File: src/rtl/imem_loader.sv
// imem_loader: boot loader that streams a length-prefixed program into
// instruction memory, holding the core in reset until a checksum matches.
//
// Ports:
//   clk        - clock, all state updates on the rising edge
//   reset      - synchronous active-low reset
//   start      - one-cycle pulse requesting a program load
//   in_valid   - in_byte carries a valid byte
//   in_byte    - byte-stream data
//   in_ready   - loader accepts in_byte this cycle
//   imem_we    - instruction-memory write strobe
//   imem_waddr - instruction-memory write address
//   imem_wdata - instruction-memory write data
//   core_reset - active-high core reset, released only after a good load
//   load_count - instructions written in the current load
//   done       - load finished with a matching checksum
//   error      - load aborted (bad length or checksum mismatch)
module imem_loader #(
  parameter  int DEPTH  = 32,
  parameter  int INST_W = 16,
  localparam int AW     = $clog2(DEPTH),
  localparam int CW     = $clog2(DEPTH + 1)
) (
  input  logic              clk,
  input  logic              reset,
  input  logic              start,
  input  logic              in_valid,
  input  logic [7:0]        in_byte,
  output logic              in_ready,
  output logic              imem_we,
  output logic [AW-1:0]     imem_waddr,
  output logic [INST_W-1:0] imem_wdata,
  output logic              core_reset,
  output logic [CW-1:0]     load_count,
  output logic              done,
  output logic              error
);

  typedef enum logic [2:0] {
    S_IDLE,
    S_LEN,
    S_HI,
    S_LO,
    S_WRITE,
    S_CSUM,
    S_DONE,
    S_ERR
  } state_t;

  state_t              r_state;
  state_t              w_state_n;
  logic [CW-1:0]       r_len;
  logic [CW-1:0]       w_len_n;
  logic [CW-1:0]       r_cnt;
  logic [CW-1:0]       w_cnt_n;
  logic [AW-1:0]       r_addr;
  logic [AW-1:0]       w_addr_n;
  logic [INST_W-1:0]   r_word;
  logic [INST_W-1:0]   w_word_n;
  logic [7:0]          r_csum;
  logic [7:0]          w_csum_n;
  logic                w_xfer;
  logic                w_len_ok;

  assign in_ready = (r_state == S_LEN) || (r_state == S_HI) ||
                    (r_state == S_LO)  || (r_state == S_CSUM);
  assign w_xfer   = in_valid & in_ready;
  assign w_len_ok = (in_byte != 8'd0) && (int'(in_byte) <= DEPTH);

  assign imem_we    = (r_state == S_WRITE);
  assign imem_waddr = r_addr;
  assign imem_wdata = r_word;
  assign core_reset = (r_state != S_DONE);
  assign load_count = r_cnt;
  assign done       = (r_state == S_DONE);
  assign error      = (r_state == S_ERR);

  always_ff @(posedge clk) begin
    if (!reset) begin
      r_state <= S_IDLE;
      r_len   <= '0;
      r_cnt   <= '0;
      r_addr  <= '0;
      r_word  <= '0;
      r_csum  <= '0;
    end else begin
      r_state <= w_state_n;
      r_len   <= w_len_n;
      r_cnt   <= w_cnt_n;
      r_addr  <= w_addr_n;
      r_word  <= w_word_n;
      r_csum  <= w_csum_n;
    end
  end

  always_comb begin
    w_state_n = r_state;
    w_len_n   = r_len;
    w_cnt_n   = r_cnt;
    w_addr_n  = r_addr;
    w_word_n  = r_word;
    w_csum_n  = r_csum;
    unique case (r_state)
      S_IDLE: begin
        if (start) begin
          w_state_n = S_LEN;
          w_cnt_n   = '0;
        end
      end
      S_LEN: begin
        if (w_xfer) begin
          if (w_len_ok) begin
            w_state_n = S_HI;
            w_len_n   = CW'(in_byte);
            w_cnt_n   = '0;
            w_addr_n  = '0;
            w_csum_n  = '0;
          end else begin
            w_state_n = S_ERR;
          end
        end
      end
      S_HI: begin
        if (w_xfer) begin
          w_state_n               = S_LO;
          w_word_n[INST_W-1 -: 8] = in_byte;
          w_csum_n                = r_csum ^ in_byte;
        end
      end
      S_LO: begin
        if (w_xfer) begin
          w_state_n     = S_WRITE;
          w_word_n[7:0] = in_byte;
          w_csum_n      = r_csum ^ in_byte;
        end
      end
      S_WRITE: begin
        w_cnt_n   = r_cnt + CW'(1);
        w_addr_n  = r_addr + AW'(1);
        w_state_n = (w_cnt_n == r_len) ? S_CSUM : S_HI;
      end
      S_CSUM: begin
        if (w_xfer) begin
          w_state_n = (in_byte == r_csum) ? S_DONE : S_ERR;
        end
      end
      S_DONE, S_ERR: begin
        if (start) begin
          w_state_n = S_LEN;
          w_cnt_n   = '0;
        end
      end
      default: w_state_n = S_IDLE;
    endcase
  end

endmodule

File: config.mk
export PLATFORM = sky130hd
export DESIGN_NAME = imem_loader
export DESIGN_NICKNAME = d
export VERILOG_FILES = /design/src/rtl/imem_loader.sv
export SDC_FILE = /design/constraint.sdc
export NUM_CORES = 1
export LEC_CHECK = 0
export ABC_AREA = 1
export BUFFER_PORTS_ARGS = -buffer_cell sky130_fd_sc_hd__buf_2
export CAP_MARGIN = 20
export CORE_MARGIN = 2
export CORE_UTILIZATION = 35
export CTS_BUF_LIST = sky130_fd_sc_hd__clkbuf_16
export DETAILED_ROUTE_END_ITERATION = 10
export PLACE_DENSITY_LB_ADDON = 0.3
export SLEW_MARGIN = 20
export SYNTH_ARGS = -nofsm -noshare
export SYNTH_HDL_FRONTEND = slang
export SYNTH_SLANG_ARGS = --single-unit
File: constraint.sdc
create_clock -name clk -period 1.3 [get_ports clk]
set_input_delay 0.13 -clock clk [delete_from_list [all_inputs] [get_ports clk]]
set_output_delay 0.13 -clock clk [all_outputs]
set_load 0.05 [all_outputs]
# Word-level counts from Yosys, hierarchy flattened
# Index checks and enable logic that the tools add are counted.
# word_totals
reg_bits	44
output_inout_bits	32
elab_cells	67
# op_classes
add_sub_neg	2
n_lt_le_gt_ge	1
eq_ne	17
muxes	20
n_bitwise	2
reduce_logical	18
# op_table
operator	n
two-way mux 8 bit	3
two-way mux 3 bit	7
two-way mux 6 bit	3
one-hot mux 3 bit (6 select lines)	1
one-hot mux 6 bit (3 select lines)	1
one-hot mux 8 bit (2 select lines)	1
== test 3 bit, second input constant	4
two-way mux 5 bit	2
!= test 2 bit, second input constant	5
one-hot mux 5 bit (2 select lines)	1
== test 8 bit	1
less-or-equal comparator 8 x 6 -> 1 bit, second input constant	1
AND reduction 4 bit	2
nonzero test 8 bit	1
XOR 8 bit	1
adder 6 x 1 -> 6 bit, second input constant	1
== test 3 x 2 -> 1 bit, second input constant	2
== test 6 bit	1
AND reduction 3 bit	2
adder 5 x 1 -> 5 bit, second input constant	1
AND reduction 5 bit	1
!= test 2 x 1 -> 1 bit, second input constant	2
AND reduction 2 bit	2
nonzero test 2 bit	2
other kinds (10)	12

# Depth between registers and ports, before layout
# logic_depth
ltp_word	7
depth_mapped	12
ltp_nobuf	12

# Least setup slack after synthesis
# OpenSTA, ideal clock, no wires.
# synth_timing
path_kind	register to output
startpoint	reg r_state[2]
endpoint	out core_reset
t_arrival_ns	1.754
required_ns	1.170
path_slack_ns	-0.584
stages_incl_launch_ff	4
n_path_buf	0
cell_sequence	dfxtp_1 nand2_1 nor2_1 inv_1
# synth_between
elab_chain_len	1
# synth_rtl
item	line_no	rtl
from (decl)	50	state_t r_state;
from (signal assigned)	87	r_state <= w_state_n;
!= test 3 bit	73	assign core_reset = (r_state != S_DONE);
to (decl)	33	output logic core_reset,
# No other way between the ends.

# Final worst setup path
# layout_timing
startpoint	reg r_state[0]
endpoint	reg r_len[0]
# layout_between
elab_chain_len	6
# layout_rtl
item	line_no	rtl
== test 3 x 1 -> 1 bit or == test 3 x 2 -> 1 bit (tied branches)	65, 103	
logical OR 1 bit (2 in series)	65	assign in_ready = (r_state == S_LEN) || (r_state == S_HI) ||
logical OR 1 bit	66	(r_state == S_LO) || (r_state == S_CSUM);
bitwise AND 1 bit	67	assign w_xfer = in_valid & in_ready;
AND reduction 3 bit (no line) (*)	n/a	
to (signal assigned)	88	r_len <= w_len_n;
to (decl)	52	logic [CW-1:0] r_len;
# Mark *: on every way between the ends. The rest lies on a longest branch, timed or not.
# A chain may end at the register's enable or synchronous reset.

==> results.toml <==
[setup_path]
cp.required_ps = 1480
cp-end-kind = "flop"
max_stage_delay_ps = 370
cpMaxStageDelayCell = "dfxtp_4"
reg2reg_slack_ps = -160
critPathArrivalTime_ps = 1640
path_class = "reg -> reg"
critPathTopFamily = "simple AND/OR/NAND/NOR gates"
start_kind = "flop"
worst-path-buf-inv = 2
cp_cell_sequence = "inv_4 > nor2_4 > inv_2 > nor2_4 > nand4_4 > a21oi_4 > nand2_2 > nor2_1 > nor2_1"
cp_max_fo = 5

[logic_synthesis]
synth_top_area_cell = "dfxtp_1"
synth_most_common_cell = "nand2_1"
yosysUniqueCellTypes = 27
synth_edf_count = 0
synth_fp_nets = 341
synth_top_area_frac = 0.397
synthTopCellsByCount = "nand2_1 (84), dfxtp_1 (44), a21oi_1 (39)"
async_reset_ff_frac = 0
synth_ff_type = "dfxtp_1"
synth_seq_cells = 44
synthTopCellsByArea = "dfxtp_1 (40%), nand2_1 (14%), a21oi_1 (8.8%)"
synthesis.instances = 327
yosys_warnings = 0
synth_area_um2 = 2220
ys_seq_area_frac = 0.397
syn_avg_cell_area_um2 = 6.78

[grt]
grt.busiest_layer = "met2"
grt_max_degree = 17
grt_overflow = 0
track_usage = 0.179
grt_use_met2 = 0.310
use_met1 = 0.216
gr-usage-met3 = 0.0455
grt_pass1_vias = 2254
grt_pass1_wl_mm = 10.2
antenna_found_initial = 0

[floorplanning]
ioPinCount = 44
die_width_um = 83.6
die-area_um2 = 6990
fp.dieH_um = 83.6
fp-row-count = 28
start_util = 0.368
coreArea_um2 = 6030

[timing]
max_slew_margin = 0.826
finalSetupViolCount = 39
fmaxAchievable_mhz = 686
hold_viol_final = 0
min_period_over_period = 1.12
fin_crit_ps = 1460
drv_slew = 0
worst_pin_slew_ps = 262
rsz0062_at_grt = "yes"
fin_skew_ps = 5.76
worst_slack_ps = -158

[final_layout]
area_growth_pct = 55.2
antennaDiodeCount = 0
drive_gt1_frac = 0.475
final_nets = 432
nFillCells = 572
stdcell_area_um2 = 3440

[clock_network]
cts_sinks = 44
htree_levels = 2
cts_buffers = 5
clk_latency_ps = 280
cts_tree = "built"
clock-root-buffer = "clkbuf_16"
cts_hold_buf = 0
cts_buffer_depth = 2
clk_pin_slew_ps = 60

[outcome]
violations = "negative setup slack"
run_status = "complete, but fails checks"

[power_and_ir_drop]
power_density_nw_per_um2 = 1700
p_int_mw = 3.43
peakVddDrop_mv = 0.948
pwr-share-clk = 0.205
p_switching_mw = 2.41
comb_power_share = 0.501
pwr-share-seq = 0.294
swShare = 0.413
p_total_mw = 5.84
leakagePower_nw = 1.54

[job]
cap_violations = 0

[drt]
vias_per_cell = 4.94
detail-route-antenna-nets = 0
vias = 2442
routed_wl_mm = 6.47
wire_per_inst_um = 13.1
drc = 0
drt_iter0_markers = 102
dr.pass1.iters = 4

[placement]
dpl_cell_area_um2 = 2820
gp_congestion = 0.845
hpwl_mm = 4.40
port_buffers = 43

[hold_path]
hp-class = "in -> reg"
[logic make-up (layout without fill, tap and decap cells)]
family	after synthesis	after routing	share of synthesized area
buffers and inverters	52	143	0.0931
adder cells (fa/ha/maj)	2	2	0.0113
XOR/XNOR	4	4	0.0158
AND/OR/NAND/NOR	157	158	0.321
AO/OA/AOI/OAI	68	68	0.162
flip-flops	44	44	0.397
[cells in the final DEF (no fill, tap or decap), types with 2 or more instances in the layout]
cell and n:
dfxtp_4 7, buf_2 38, a21oi_1 25, nor2_1 13, clkbuf_16 6, dfxtp_1 35, a21oi_2 14, inv_1 31
o21ai_2 14, nand3_1 18, dfxtp_2 2, nor2_4 11, nor2_2 9, nand2_1 69, nand2_2 12, buf_4 41
nand3_2 10, buf_8 3, nand4_1 6, buf_6 8, inv_2 7, inv_4 4, nand3b_1 3, nand2_4 3
o21ai_1 7, clkinv_1 2, o21ai_0 3, xor2_1 3
[final timing paths]
path              start            end  cells past startpoint
max          r_state[0]       r_len[0]                      9
min          in_byte[5]  imem_wdata[5]                      3
max reg2reg  r_state[0]       r_len[0]                      9
min reg2reg   r_csum[2]      r_csum[2]                      2
[worst register-to-register path, cell delays in order, from the launching register on]
cell	delay [ps]
dfxtp_4	370
inv_4	40
nor2_4	150
inv_2	60
nor2_4	120
nand4_4	170
a21oi_4	220
nand2_2	80
nor2_1	100
nor2_1	50
[flip-flops by register name, summed over array words and instances (netlist names)]
register    flops
imem_wdata     16
r_csum          8
load_count      6
r_len           6
imem_waddr      5
r_state         3
[per-stage QoR]
stage                     cells   util  hold WS [ps]  setup TNS (ps)  setup WS [ps]
after floorplan             327      -           251            -776          -91.4
after global routing        494  0.571           169           -7400           -298
after global placement      470  0.469           450           -1440           -112
after CTS                   483  0.522           151           -2130           -117
final                       494  0.571           154           -3670           -158
after detailed placement    470  0.469           449           -2220           -152
[layer usage]
| layer | share of wire | vias up |
|---|---|---|
| met5 | 0 | - |
| met4 | 0.013 | 0 |
| met3 | 0.040 | 8 |
| met2 | 0.50 | 61 |
| met1 | 0.45 | 1122 |
| li1 | - | 1251 |
[power by group through the flow]
stage,Combinational (mW),Sequential [mW],Clock (mW)
after floorplan,1.13,1.99,0
after global placement,2.05,1.72,0
after detailed placement,2.07,1.72,0
after CTS,2.32,1.70,1.23
after global routing,3.14,1.74,1.29
final,2.92,1.71,1.20
[cell type report]
class / count / area, µm² / area share
clock buffers: 5 / 125 / 0.0364
multi-input cells: 232 / 1440 / 0.419
repair buffers: 92 / 678 / 0.197
well taps: 75 / 93.8 / 0.0273
clock inverters: 3 / 11.3 / 0.00327
repair inverters: 1 / 7.51 / 0.00218
flip-flops and latches: 44 / 910 / 0.264
inverters: 42 / 173 / 0.0502
[timing repair]
action	CTS	global route
gates cloned	1	2
buffers inserted	4	9
pin swaps	16	29
endpoints found under the setup margin	45	49
gates resized for setup	47	73
Power figures use the tool's default switching activity.
